File: src/rtl/companion_animator.sv
// companion_animator: plays idle/sick loops and fixed-length action animations,
// answering the companion menu's exec request with a four-phase exec_status handshake.
module companion_animator #(
  parameter int CLOCK_FREQ     = 125_000_000,
  parameter int FRAME_TICKS    = CLOCK_FREQ / 8,
  parameter int ACTION_FRAMES  = 8,
  parameter int IDLE_FRAMES    = 4,
  parameter int SICK_THRESHOLD = 25
) (
  input  logic        clk,
  input  logic        rst,
  input  logic        exec,
  input  logic [1:0]  selected,
  input  logic        menu_open,
  input  logic [31:0] health,
  output logic        exec_status,
  output logic        busy,
  output logic [2:0]  anim_id,
  output logic [3:0]  frame,
  output logic        frame_tick
);
  localparam int CW = FRAME_TICKS > 1 ? $clog2(FRAME_TICKS) : 1;
  // START is the one-cycle gap between sampling exec and raising busy
  typedef enum logic [1:0] {IDLE, START, PLAY, DONE} state_t;
  state_t state, state_n;
  logic [CW-1:0] cnt, cnt_n;
  logic [1:0] act, act_n;
  logic [2:0] anim_n, idle_id;
  logic [3:0] frame_n;
  logic run, tick, moving;
  assign idle_id = health < $unsigned(SICK_THRESHOLD) ? 3'd4 : 3'd0;
  assign run = state == PLAY || (state == IDLE && !menu_open);
  assign tick = run && cnt == CW'(FRAME_TICKS - 1);
  assign moving = state_n != state;
  always_ff @(posedge clk or negedge rst) begin
    if (!rst) state <= IDLE;
    else state <= state_n;
  end
  always_comb begin
    state_n = state;
    case (state)
      IDLE:    state_n = exec ? (selected != 2'b00 ? START : DONE) : IDLE;
      START:   state_n = PLAY;
      PLAY:    state_n = tick && frame == 4'(ACTION_FRAMES - 1) ? DONE : PLAY;
      DONE:    state_n = exec ? DONE : IDLE;
      default: state_n = IDLE;
    endcase
  end
  // the tick counter restarts on every state change so first frames are full length
  always_comb begin
    act_n = state == IDLE && state_n == START ? selected : act;
    cnt_n = moving || tick ? '0 : run ? cnt + 1'b1 : cnt;
    anim_n = anim_id;
    frame_n = frame;
    case (state)
      IDLE: if (!moving) begin
        anim_n = idle_id;
        frame_n = idle_id != anim_id ? 4'd0 :
                  tick ? (frame == 4'(IDLE_FRAMES - 1) ? 4'd0 : frame + 4'd1) : frame;
      end
      START: begin
        anim_n = {1'b0, act};
        frame_n = 4'd0;
      end
      PLAY: if (tick && !moving) frame_n = frame + 4'd1;
      DONE: if (moving) begin
        anim_n = idle_id;
        frame_n = 4'd0;
      end
      default: ;
    endcase
  end
  always_ff @(posedge clk or negedge rst) begin
    if (!rst) begin
      cnt <= '0;
      act <= 2'b00;
      anim_id <= 3'd0;
      frame <= 4'd0;
      busy <= 1'b0;
      exec_status <= 1'b0;
      frame_tick <= 1'b0;
    end else begin
      cnt <= cnt_n;
      act <= act_n;
      anim_id <= anim_n;
      frame <= frame_n;
      busy <= state_n == PLAY;
      exec_status <= state_n == DONE;
      frame_tick <= tick;
    end
  end
endmodule

File: config.mk
export PLATFORM = sky130hd
export DESIGN_NAME = companion_animator
export DESIGN_NICKNAME = d
export VERILOG_FILES = /design/src/rtl/companion_animator.sv
export SDC_FILE = /design/constraint.sdc
export NUM_CORES = 1
export LEC_CHECK = 0
export ABC_AREA = 1
export CAP_MARGIN = 30
export CORE_MARGIN = 1.5
export CORE_UTILIZATION = 52
export DETAILED_ROUTE_END_ITERATION = 7
export GPL_TIMING_DRIVEN = 0
export PLACE_DENSITY = 0.83
export RECOVER_POWER = 25
export SLEW_MARGIN = 20
export SYNTH_ARGS = -nofsm -noshare
export SYNTH_HDL_FRONTEND = slang
export SYNTH_SLANG_ARGS = --single-unit
File: constraint.sdc
create_clock -name clk -period 2.1 [get_ports clk]
set_input_delay 0.42 -clock clk [delete_from_list [all_inputs] [get_ports clk]]
set_output_delay 0.42 -clock clk [all_outputs]
set_load 0.05 [all_outputs]
Word level (Yosys, flattened, before mapping)
Cells that the tools add are included.
{"block": "op_classes", "n_reduce_logical": 15, "n_eq_ne": 15, "n_addsub": 2, "order_cmp": 1, "mux": 18}
{"cell": "24-bit 2-to-1 mux", "count": 2}
{"cell": "32-bit by 5-bit < comparator with 1-bit output (second input constant)", "count": 1}
{"cell": "24-bit by 1-bit adder with 24-bit output (second input constant)", "count": 1}
{"cell": "24-bit equality test (second input constant)", "count": 1}
{"cell": "4-bit 2-to-1 mux", "count": 6}
{"cell": "4-bit case mux with 4 select lines", "count": 1}
{"cell": "3-bit 2-to-1 mux", "count": 3}
{"cell": "3-bit case mux with 3 select lines", "count": 1}
{"cell": "2-bit equality test (second input constant)", "count": 4}
{"cell": "2-bit case mux with 4 select lines", "count": 1}
{"cell": "2-bit 2-to-1 mux", "count": 3}
{"cell": "1-bit logical AND", "count": 5}
{"cell": "4-bit by 1-bit adder with 4-bit output (second input constant)", "count": 1}
{"cell": "2-bit by 1-bit equality test with 1-bit output (second input constant)", "count": 2}
{"cell": "4-bit by 2-bit equality test with 1-bit output (second input constant)", "count": 1}
{"cell": "4-bit by 3-bit equality test with 1-bit output (second input constant)", "count": 1}
{"cell": "2-bit != test (second input constant)", "count": 2}
{"cell": "4-bit AND reduction", "count": 1}
{"cell": "2-bit nonzero test", "count": 2}
{"cell": "3-bit by 2-bit != test with 1-bit output (second input constant)", "count": 1}
{"cell": "3-bit != test", "count": 1}
{"cell": "3-bit AND reduction", "count": 1}
{"cell": "3-bit nonzero test", "count": 1}
{"cell": "1-bit logical NOT", "count": 2}
{"cell": "5 further kinds", "count": 6}
{"block": "word_totals", "out_inout_bits": 10, "word_cells": 59, "in_bits": 38, "ff_bits": 38}

Logic depth before layout (Yosys ltp)
Gate-level depths: netlist of run 1.
{"block": "logic_depth", "word_depth": 12, "mapped_depth": 12, "mapped_depth_nobuf": 12}

Worst setup path after synthesis of run 1
OpenSTA, ideal clock, no wires.
{"block": "synth_path", "path_kind": "reg-to-reg", "from": "register frame[0]", "to": "register cnt[15]", "setup_slack_ps": 195, "period_less_slack_ps": 1905, "t_required_ps": 1982, "t_arrival_ps": 1787, "n_path_buf": 1, "setup_time_ps": 118, "path_stages_with_launch": 10, "path_cell_list": "dfrtp_1 > ha_1 > nand2_1 > nor3_1 > nand3_2 > nand2_4 > a21oi_2 > nand2_4 > buf_6 > nor2_1"}
{"block": "synth_between", "elab_chain_cells": 7, "word_cells_on_any_way": 8, "classes_between": "eq/ne: 2; mux: 3; reduce/logical: 3"}
{"element": "start: declaration", "line_no": "19", "rtl": "output logic [3:0] frame,"}
{"element": "start signal: assignment", "line_no": "86", "rtl": "frame <= frame_n;"}
{"element": "4-bit by 3-bit equality test with 1-bit output (*)", "line_no": "44", "rtl": "PLAY: state_n = tick && frame == 4'(ACTION_FRAMES - 1) ? DONE : PLAY;"}
{"element": "1-bit logical AND (*)", "line_no": "44"}
{"element": "1-bit 2-to-1 mux (*)", "line_no": "44"}
{"element": "2-bit case mux with 4 select lines (*)", "line_no": "41", "rtl": "case (state)"}
{"element": "named net state_n[0]", "line_no": "25", "rtl": "state_t state, state_n;"}
{"element": "2-bit != test (*)", "line_no": "34", "rtl": "assign moving = state_n != state;"}
{"element": "1-bit logical OR (*)", "line_no": "52", "rtl": "cnt_n = moving || tick ? '0 : run ? cnt + 1'b1 : cnt;"}
{"element": "24-bit 2-to-1 mux / 2-bit nonzero test (equally long branches)"}
{"element": "end signal: assignment", "line_no": "83", "rtl": "cnt <= cnt_n;"}
{"element": "end: declaration", "line_no": "26", "rtl": "logic [CW-1:0] cnt, cnt_n;"}
The timed path passes the listed nets; every way through them passes the cells marked *.
A chain may end at the register's enable or synchronous reset.

Worst setup path after layout of run 1
{"block": "layout_path", "from": "register frame[2]", "to": "output port frame[2]"}
No word-level cell between the ends.

==> results of run 1 <==
per-stage QoR:
| step | hold slack [ns] | utilization (%) |
|---|---|---|
| 2_1_floorplan | 0.124 | - |
| 3_3_place_gp | 0.521 | 66.6 |
| 3_5_place_dp | 0.388 | 67.2 |
| 4_1_cts | 0.0690 | 69.7 |
| 5_1_grt | 0.310 | 69.7 |
| 6_report | 0.237 | 69.7 |
routing by layer:
metal | vias to the layer above | routed length [um] | share of wire, %
met5 | - | 0 | 0
met4 | 0 | 107 | 1.9
met3 | 10 | 382 | 6.7
met2 | 92 | 2830 | 50
met1 | 1070 | 2380 | 42
li1 | 1163 | - | -
kinds of logic after synthesis:
family / share of synthesized area [%]
AO/OA/AOI/OAI: 5.30
XOR/XNOR: 6.61
adder cells (fa/ha/maj): 1.05
buffers and inverters: 7.24
flip-flops: 39.9
AND/OR/NAND/NOR: 40.0
cells in the final DEF (no fill, tap or decap), drive strengths merged:
cell	netlist	final
dlymetal6s4s	0	1
o21bai	1	1
bufinv	0	1
o21ai	5	5
o21a	2	2
nor4	3	3
inv	39	39
xor2	13	13
clkbuf	1	8
and2	1	1
buf	2	4
o31ai	1	1
a31oi	1	1
clkinvlp	0	1
nand3	21	21
nand4	12	12
ha	2	2
nor3	16	16
dfrtp	38	38
nand2	84	84
o22ai	2	2
xnor2	5	5
a21oi	6	6
nor2	73	73
or2	2	2
clkdlybuf4s50	0	46
sequential cells by signal (all words and copies together), names as in the netlist:
name	cells
busy	1
anim_id	3
cnt	24
state	2
act	2
frame_tick	1
exec_status	1
frame	4
layout make-up:
cell class                 instances  area (um^2)
clock buffer                       6         72.6
tap                               52         65.1
inverter                          39          146
timing repair buffer              50          492
sequential                        38          951
clock inverter                     2         37.5
buffer                             3         26.3
multi-input combinational        250         1260
fill                             373         1330
power breakdown:
part,internal (mW),total [mW],switching [mW]
combinational,0.525,1.46,0.936
sequential,0.862,0.983,0.120
clock,0.354,0.618,0.264
total,1.74,3.06,1.32
path summary, 6_finish.rpt:
path / from / to / slack [ns] / cells past startpoint
max: frame[2] / frame[2] / 0.1 / 1
min: rst / cnt[20] / 0.24 / 1
max reg2reg: state[0] / cnt[11] / 0.21 / 8
min reg2reg: frame[3] / frame[3] / 0.54 / 2
max in group asynchronous: rst / act[1] / 0.42 / 2
min in group clk: frame[3] / frame[3] / 0.54 / 2
what timing repair did:
action | in CTS | in global routing
endpoints found under the hold margin | 0 | 0
setup buffers | 0 | 2
gates resized for setup | 0 | 1
setup endpoints to repair | 0 | 25
==> summary.txt, run 1 <==
Die
  • Core area: 0.00438 mm^2
  • Chip height: 70.7 um
  • Die Span X: 70.7 um
  • Die ar.: 0.00500 mm^2
  • Row count: 24
  • Ports: 48
  • Starting Density: 54.4%

Clock tree
  • # hold bufs at CTS: 0
  • Root Driver: clkbuf_8
  • Clk slew on worst S/H paths: 0.08 ns
  • H-tree depth: 2
  • CTS tree: yes
  • CTS Buf Count: 5
  • Clk buf depth: 2
  • Clk Latency, worst-skew pair: 0.29 ns
  • Sink Count: 38

Logic synthesis
  • Seq/Total Area, Yosys: 39.9%
  • Main area contributors after synthesis: dfrtp_1 40%, nand2_1 13%, nor2_1 11%
  • Synth Flop Type: dfrtp_1
  • Most frequent cells after synthesis: 80 x nand2_1, 73 x nor2_1, 38 x dfrtp_1
  • Syn nets: 370
  • Mean Syn Cell Area: 7.23 um^2
  • Synth async-reset ratio: 100%
  • EDFF count, synth: 0
  • Top-count cell post-synth: nand2_1
  • Yosys warnings: 0
  • Post-Synthesis Cells: 330
  • Post-synthesis cell area: 0.00239 mm^2
  • Synth unique cells: 30
  • FF+latch count, synth: 38
  • Yosys top cell by area: dfrtp_1
  • Post-synth top area share: 39.9%

Route
  • Wire per inst: 12.9 um
  • Vias per std cell: 5.31
  • DR pass1 iterations: 4
  • Post-route DRC violation count: 0
  • Total Wirelength: 5690 um
  • Vias: 2335
  • DRT antenna net count: 0
  • Initial DRC count: 142

STA
  • Finish-stage setup viols: 0
  • Worst Clk Skew: 0.00523 ns
  • Crit path time final: 2.00 ns
  • Endpoints failing hold: 0
  • Period utilisation layout: 95.2%
  • Worst-Margin Slew: 0.923 ns
  • Fin Setup TNS: 0 ns
  • Final slew viol count: 0
  • Unrepaired setup endpoints after global routing: no
  • Rel. slew slack: 38.5%
  • Fmax: 500 MHz
  • Worst setup margin: 0.0998 ns

Status
  • Status: completed

Layout
  • Post-route cell area: 0.00306 mm^2
  • Layout area overhead: 28.1%
  • Layout cells sized above 1: 8.25%
  • Finished Layout Cells: 440
  • Layout Nets: 427
  • ANT cells: 0

Power
  • Pwr/cell area: 1000 mW/mm^2
  • Power, Total: 3.06 mW
  • Worst vdd ir: 614 uV
  • Leakage: 1.36 nW

Placement
  • Inst Count DP: 430
  • Post-DP HPWL: 4380 um
  • Post-DP Area: 0.00294 mm^2
  • RD Place Congestion: 0.886
  • Worst slack at placement: -0.219 ns
  • Port bufs: 47

Worst setup path
  • Worst path top cell family by delay: buffers and inverters
  • Max incr delay on CP: 0.84 ns
  • Crit end category: output pin
  • Crit-path max FO: 6
  • Kind of critical path: reg -> out
  • CP required: 1.68 ns
  • Slowest cell on the critical path: clkdlybuf4s50_1
  • WP data arrival: 1.58 ns
  • Critical-path cell list: clkdlybuf4s50_1
  • Startpoint Class: flip-flop
  • Buf/Inv on CP: 1

Min path
  • Hold Crit Class: in -> async

Global routing
  • GRT Total Usage: 25.2%
  • Initial antenna violation count: 0
  • First-pass GRT wire length: 10200 um
  • GR Util met3: 4.56%
  • GR Util met1: 30.9%
  • GR Layer Usage met2: 44.2%
  • Total grt overflow: 0
  • Global route hottest layer: met2
  • Vias in the first global route: 2334
  • Largest net degree at the start of global routing: 22

Run
  • Max-cap viol count: 0
No activity file was read; power rests on OpenSTA's default activity.
==> run 2, diff against run 1 <==
- GPL_ROUTABILITY_DRIVEN: default -> 0
==> results of run 2 <==
Same layout as run 1: the final DEF is identical, and so are final timing and power.
==> run 3, diff against run 2 <==
==> constraint.sdc (replaced) <==
create_clock -name clk -period 2.1 [get_ports clk]
set_input_delay 0.42 -clock clk [delete_from_list [all_inputs] [get_ports clk]]
set_output_delay 0.42 -clock clk [all_outputs]
set_load 0.01 [all_outputs]
==> run 3 against run 2 <==
Combinational power is 13% lower. Setup slack better by 0.092 ns. Maximum frequency rose by 4.8%. Non-clock buffer count did not move. Worst hold slack better by 0.062 ns. Sequential power hardly changed. Die area is the same. Critical path type is now reg -> reg. Critical endpoint is now cnt[16]. Largest cell class unchanged. Highest routed layer unchanged.
==> summary.txt, run 3 (synthesized netlist as in run 1, its figures left out) <==
Layout
  • Top flop regs: cnt (24), frame (4), anim_id (3)
  • Layout area overhead: 28.7%
  • Layout Nets: 427
  • Layout cells sized above 1: 8.51%
  • Commonest non-fill, non-tap cell in the layout: nand2_1
  • Fillers: 371
  • Finished Layout Cells: 440
  • Largest Register: cnt
  • ANT cells: 0
  • Post-route core utilization: 70.0%
  • Largest register FFs: 24
  • Register Area: 951 um^2
  • Multi-input logic area: 0.00126 mm^2
  • Commonest non-fill, non-tap cells in the layout: 79 x nand2_1, 73 x nor2_1, 46 x clkdlybuf4s50_1, 38 x dfrtp_1, 37 x inv_1

Worst setup path
  • Crit end category: flip-flop
  • Critical-path cell list: ha_1, nand3_1, nor3_2, nand3_1, nor4_1, nand2_1, xor2_1, nor2_1
  • CP startpoint: cnt[0]
  • Reg2Reg Depth: 8
  • Max incr delay on CP: 0.39 ns
  • Startpoint Class: flip-flop
  • Buf/Inv on CP: 0
  • Kind of critical path: reg -> reg
  • Most used cell, CP: nand3_1
  • Slowest cell on the critical path: dfrtp_1
  • Worst path top cell family by delay: simple AND/OR/NAND/NOR gates
  • WP data arrival: 2.09 ns
  • R2R Path Start: cnt[0]
  • Reg2reg end: cnt[16]
  • Crit-path max FO: 3
  • CP required: 2.28 ns
  • Flop2flop setup slack: 0.19 ns

Route
  • DR pass1 iterations: 5
  • Wire per inst: 12.9 um
  • Vias per std cell: 5.30
  • DRT antenna net count: 0
  • Post-route DRC violation count: 0
  • Vias: 2334
  • Initial DRC count: 141
  • Total Wirelength: 5690 um

Placement
  • Post-DP HPWL: 4380 um
  • Port bufs: 47
  • Inst Count DP: 430
  • Worst slack at placement: -0.219 ns

Global routing
  • GRT Total Usage: 25.2%
  • Initial antenna violation count: 0
  • First-pass GRT wire length: 10200 um
  • Vias in the first global route: 2334
  • Total grt overflow: 0
  • Largest net degree at the start of global routing: 22

Clock tree
  • Clk Latency, worst-skew pair: 0.29 ns
  • Sink Count: 38
  • CTS tree: yes
  • # hold bufs at CTS: 0
  • Root Driver: clkbuf_8
  • Clk slew on worst S/H paths: 0.08 ns
  • Clk buf depth: 2
  • CTS Buf Count: 5
  • H-tree depth: 2

STA
  • Rel. slew slack: 28.8%
  • Worst setup margin: 0.192 ns
  • Final Hold Slack: 0.299 ns
  • Worst-Margin Slew: 1.07 ns
  • Fmax: 524 MHz
  • Unrepaired setup endpoints after global routing: no
  • Endpoints failing hold: 0
  • Finish-stage setup viols: 0
  • Period utilisation layout: 90.9%
  • Worst Clk Skew: 0.00525 ns
  • Final slew viol count: 0
  • Crit path time final: 1.91 ns

Die
  • Core area: 0.00438 mm^2
  • Die Span X: 70.7 um
  • Ports: 48
  • Die ar.: 0.00500 mm^2
  • Row count: 24
  • Chip height: 70.7 um
  • Starting Density: 54.4%

Power
  • Power, Total: 2.87 mW
  • Pwr/cell area: 934 mW/mm^2
  • Leakage: 1.36 nW
  • Worst vdd ir: 615 uV

Status
  • Status: completed

Run
  • Max-cap viol count: 0

Min path
  • Hold Crit Class: in -> async
run 3: cell types whose count changed in the layout (fill, tap and decap cells not counted), sizes merged:
cell,previous run,this run
buf,4,5
dlymetal6s4s,1,0
run 3: power by group:
part | internal, mW | switching [mW] | total (mW)
clock network | 0.354 | 0.264 | 0.618
logic | 0.530 | 0.737 | 1.27
registers | 0.862 | 0.120 | 0.982
run 3: layout make-up:
class	instances	share of cell area, %
Multi-Input combinational cell	250	41.2
Clock inverter	2	1.22
Inverter	39	4.77
Sequential cell	38	31.0
Tap cell	52	2.12
Buffer	3	0.856
Timing Repair Buffer	50	16.5
Clock buffer	6	2.36
run 3: how the worst max path moves through the flow:
stage,endpoint,depth (start not counted)
after floorplan,cnt[15],9
after global placement,anim_id[0],1
after detailed placement,cnt[21],10
after CTS,cnt[16],10
after global routing,cnt[16],8
final,cnt[16],8
run 3: through the flow:
stage / area [um^2] / setup TNS [ns]
2_1_floorplan: 2390 / 0
3_3_place_gp: 2920 / -13.50
3_5_place_dp: 2940 / -5.30
4_1_cts: 3050 / 0
5_1_grt: 3070 / 0
6_report: 3070 / 0
run 3: what timing repair did:
| action | in CTS | in global routing |
|---|---|---|
| gates resized for setup | 0 | 1 |
| endpoints found under the setup margin | 0 | 25 |
| buffers inserted | 0 | 2 |
run 3: metal layers:
metal | track usage, % | up-vias | wire (um)
met5 | 0 | - | 0
met4 | 9.85 | 0 | 117
met3 | 4.56 | 12 | 374
met2 | 44.2 | 87 | 2820
met1 | 30.9 | 1072 | 2380
li1 | - | 1163 | -
